`src/rtl/i2s_encoder.sv`:
```
// I2S master transmitter: 64-SCK frame, 16 data bits MSB first per channel, 16 zero pad bits.
// Optional macro I2S_LEFT_JUSTIFIED_EN selects left-justified WS timing (WS edge coincident with MSB).
module i2s_encoder #(
  parameter int SCK_HALF = 4
) (
  input  logic        clk,
  input  logic        reset,
  input  logic [15:0] left_in,
  input  logic [15:0] right_in,
  output logic        sample_req,
  output logic        sck,
  output logic        ws,
  output logic        sd
);

  localparam int DW = (SCK_HALF > 1) ? $clog2(SCK_HALF) : 1;
  localparam logic [DW-1:0] DIV_TC = DW'(SCK_HALF - 1);

  logic [DW-1:0] div_q, div_d;
  logic          sck_q, sck_d;
  logic [5:0]    b_q, b_d;
  logic          ws_q, ws_d;
  logic          sd_q, sd_d;
  logic          req_q, req_d;
  logic [15:0]   lhold_q, lhold_d;
  logic [15:0]   rhold_q, rhold_d;

  logic          tc;
  logic [5:0]    b_nxt;
  logic [3:0]    bit_idx;
  logic          ws_nxt;

  always_ff @(posedge clk or posedge reset) begin
    if (reset) begin
      div_q   <= '0;
      sck_q   <= 1'b0;
      b_q     <= 6'd63;
      ws_q    <= 1'b0;
      sd_q    <= 1'b0;
      req_q   <= 1'b0;
      lhold_q <= '0;
      rhold_q <= '0;
    end else begin
      div_q   <= div_d;
      sck_q   <= sck_d;
      b_q     <= b_d;
      ws_q    <= ws_d;
      sd_q    <= sd_d;
      req_q   <= req_d;
      lhold_q <= lhold_d;
      rhold_q <= rhold_d;
    end
  end

  always_comb begin
    div_d   = div_q;
    sck_d   = sck_q;
    b_d     = b_q;
    ws_d    = ws_q;
    sd_d    = sd_q;
    req_d   = 1'b0;
    lhold_d = lhold_q;
    rhold_d = rhold_q;

    tc      = (div_q == DIV_TC);
    b_nxt   = b_q + 6'd1;
    // Slots 0..15 and 32..47 both map bit 15-(b mod 16), i.e. the inverted low nibble.
    bit_idx = ~b_nxt[3:0];
`ifdef I2S_LEFT_JUSTIFIED_EN
    ws_nxt  = b_nxt[5];
`else
    ws_nxt  = (b_nxt >= 6'd31) && (b_nxt <= 6'd62);
`endif

    if (tc) begin
      div_d = '0;
      sck_d = ~sck_q;
    end else begin
      div_d = div_q + DW'(1);
    end

    if (tc && sck_q) begin
      b_d  = b_nxt;
      ws_d = ws_nxt;
      if (b_nxt == 6'd0) begin
        lhold_d = left_in;
        rhold_d = right_in;
        req_d   = 1'b1;
        sd_d    = left_in[15];
      end else if (b_nxt[4]) begin
        sd_d = 1'b0;
      end else if (b_nxt[5]) begin
        sd_d = rhold_q[bit_idx];
      end else begin
        sd_d = lhold_q[bit_idx];
      end
    end
  end

  assign sck        = sck_q;
  assign ws         = ws_q;
  assign sd         = sd_q;
  assign sample_req = req_q;

endmodule

```
`config.mk`:
```
export PLATFORM = sky130hd
export DESIGN_NAME = i2s_encoder
export DESIGN_NICKNAME = d
export VERILOG_FILES = /design/src/rtl/i2s_encoder.sv
export SDC_FILE = /design/constraint.sdc
export NUM_CORES = 1
export LEC_CHECK = 0
export ABC_AREA = 1
export CAP_MARGIN = 20
export CORE_MARGIN = 2
export CORE_UTILIZATION = 50
export CTS_CLUSTER_SIZE = 40
export DETAILED_ROUTE_END_ITERATION = 16
export PLACE_DENSITY = 0.75
export SLEW_MARGIN = 20
export SYNTH_ARGS = -nofsm -noshare
export SYNTH_HDL_FRONTEND = slang
export SYNTH_SLANG_ARGS = --single-unit
export TNS_END_PERCENT = 100
```
`constraint.sdc`:
```
create_clock -name clk -period 3.15 [get_ports clk]
set_input_delay 0.315 -clock clk [delete_from_list [all_inputs] [get_ports clk]]
set_output_delay 0.315 -clock clk [all_outputs]
set_load 0.01 [all_outputs]
```
==> reports/results.txt <==
fin area -> 2820 µm²
cell with the most instances after synthesis -> nand2_1
crit start category -> flop
synthesized instance count -> 278
final setup violation count -> 0
largest net degree at the start of global routing -> 45
DP HPWL -> 3260 µm
Seq/Total Area, Yosys -> 47.3%
setup total negative slack -> 0 ns
LEAKAGE -> 1.32 nW
drt first-iter violations -> 81
first-pass GRT wire length -> 8490 µm
Syn. warnings -> 0
max-slew violation count -> 0
DIE AREA -> 5250 µm²
RSZ-0062 raised after global routing -> false
die height -> 72.5 µm
Yosys top cell area share -> 40.6%
CTS tree -> built
drt drc -> 0
Die Wd -> 72.5 µm
Most Crowded Layer GR -> met2
Worst-path clk slew -> 0.08 ns
fillers -> 410
Peak VDD IR -> 0.216 mV
diode count -> 0
Post-synth EDFFs -> 0
cts hold-fix bufs -> 0
final hold vios -> 0
total core area -> 4440 µm²
Syn Nets -> 316
crit path kind -> reg -> reg
met2 usage -> 34.3%
Async SR Flop Fraction -> 100%
Peak Freq -> 393 MHz
share of cells above drive strength 1 -> 21.2%
Num CTS Buffers -> 5
synthesized flop and latch total -> 44
post-synthesis cell type count -> 25
critical path capture point type -> flop
met3 usage -> 4.31%
synth top area cells -> dfrtp_1, nand2_1, nand3_1
Final Routed Wirelength -> 4690 µm
Synth area leader -> dfrtp_1
Synth Area per Inst -> 8.43 µm²
Slew @ Worst Pin -> 0.562 ns
placed cell area -> 2730 µm²
PortBufs -> 37
Initial Utilization -> 52.7%
Detail Route Antenna Nets -> 0
RD Place Congestion -> 0.903
post-CTS setup buffer count -> 0
arrival time worst endpoint -> 2.77 ns
Final Cycle Share -> 80.7%
vias in the first global route -> 1910
grt total ovfl -> 0
vias per cell -> 5.00
vias -> 1839
Slew HR -> 62.6%
worst min-delay path category -> reg -> reg
average wire per standard cell -> 12.7 µm
post_cts resized -> 0
antenna violations before repair -> 0
clk_skew -> 0.00387 ns
Final #Nets -> 353
H-tree levels -> 2
router iterations before antenna repair -> 4
# rows -> 24
PD cells -> 350 nW/µm²
count of clock tree sinks -> 44
GRT Total Usage -> 20.5%
met1 Resource Use GR -> 27.0%
Layout area overhead -> 20.4%
clk root buf -> clkbuf_8
Most used DFF post-synth -> dfrtp_1
Max Cap Violations -> 0
Final min period -> 2.54 ns
clock buffer depth -> 2
worst skew pair latency -> 0.29 ns
outcome -> finished, final reports clean
I/O Pins -> 38
WP data required -> 3.37 ns
synth cell count leaders -> nand2_1, inv_1, dfrtp_1, nand3_1, nand2_2
Crit Path Max Fanout -> 32
synthesized area -> 2340 µm²
-- layout by cell type, fill, tap and decap left out, drive strengths merged --
cell and count:
a21oi 1, nor2 10, inv 43, clkinv 3, buf 4, o211ai 1
dfrtp 38, nand4 2, clkbuf 6, o21a 1, clkdlybuf4s50 37, xor2 1
nand3 35, dfstp 6, nand2 86, ha 4, nor3 1, o21ai 37
-- report_power, final --
| part | switching (W) | leakage [nW] | internal, W | total [W] |
|---|---|---|---|---|
| registers | 0 | 0.417 | 0.000565 | 0.000565 |
| logic | 0.0000190 | 0.857 | 0.0000365 | 0.0000556 |
| clock network | 0.000191 | 0.0510 | 0.000175 | 0.000367 |
| total | 0.000210 | 1.32 | 0.000776 | 0.000987 |
-- critical path, stage by stage (launching register included) --
cell     delay [ns]
dfstp_2        0.77
ha_1           0.25
nand2_1        0.07
inv_2          0.07
nand3_1        0.08
nand2_2        0.10
nand2_2        0.07
nor2_4         0.10
nand2_2        0.10
nor2_8         0.41
buf_12         0.29
nand2_1        0.07
o21ai_1        0.07
-- logic make-up (layout without fill, tap and decap cells) --
logic type      count (synthesis)  in the layout  share of synthesized area [%]
flops                          44             44                           47.3
fa+ha+maj                       4              4                           2.14
buf+inv                        55             93                           10.9
compound gates                 40             40                           12.0
simple gates                  134            134                           27.3
xor+xnor                        1              1                          0.374
-- flip-flops by register name (all words and copies together), names as in the netlist --
signal	cells
ws	1
div_q	2
lhold_q	16
sd	1
rhold_q	16
sck	1
sample_req	1
b_q	6
-- worst paths after layout --
kind                            startpoint  slack, ns  cells past startpoint    endpoint
worst max-delay path                b_q[0]       0.61                     12  lhold_q[9]
worst min-delay path              div_q[0]       0.43                      1    div_q[0]
worst max register to register      b_q[0]       0.61                     12  lhold_q[9]
worst min register to register    div_q[0]       0.43                      1    div_q[0]
max in group asynchronous            reset       2.29                      3      b_q[3]
min in group asynchronous            reset       0.47                      3  lhold_q[2]
-- final cells by class --
cell class / count / area, µm² / share of cell area, %
clock inverter: 2 / 10.0 / 0.355
multi-input combinational: 179 / 978 / 34.7
timing repair buffer: 41 / 413 / 14.6
inverter: 44 / 165 / 5.85
sequential: 44 / 1110 / 39.3
clock buffer: 6 / 82.6 / 2.93
tap: 52 / 65.1 / 2.30
-- stage by stage --
stage / total power (W) / util, % / worst slack [ns] / std cells / hold WS, ns
finish: 0.000987 / 63.5 / 0.608 / 368 / 0.434
global route: 0.00102 / 63.5 / 0.376 / 368 / 0.465
CTS: 0.000997 / 63.5 / 0.610 / 368 / 0.441
detailed placement: 0.000632 / 61.4 / 0.622 / 360 / 0.427
global placement: 0.000633 / 61.4 / 0.655 / 360 / 0.416
floorplan: 0.000584 / - / 1.06 / 278 / 0.403
-- layer usage --
layer | wire [µm] | vias to the layer above
met1 | 2230 | 843
met3 | 198 | 7
met2 | 2200 | 41
li1 | - | 948
met4 | 59 | 0
met5 | 0 | -
Note: power is estimated with default switching activity, not from simulation.
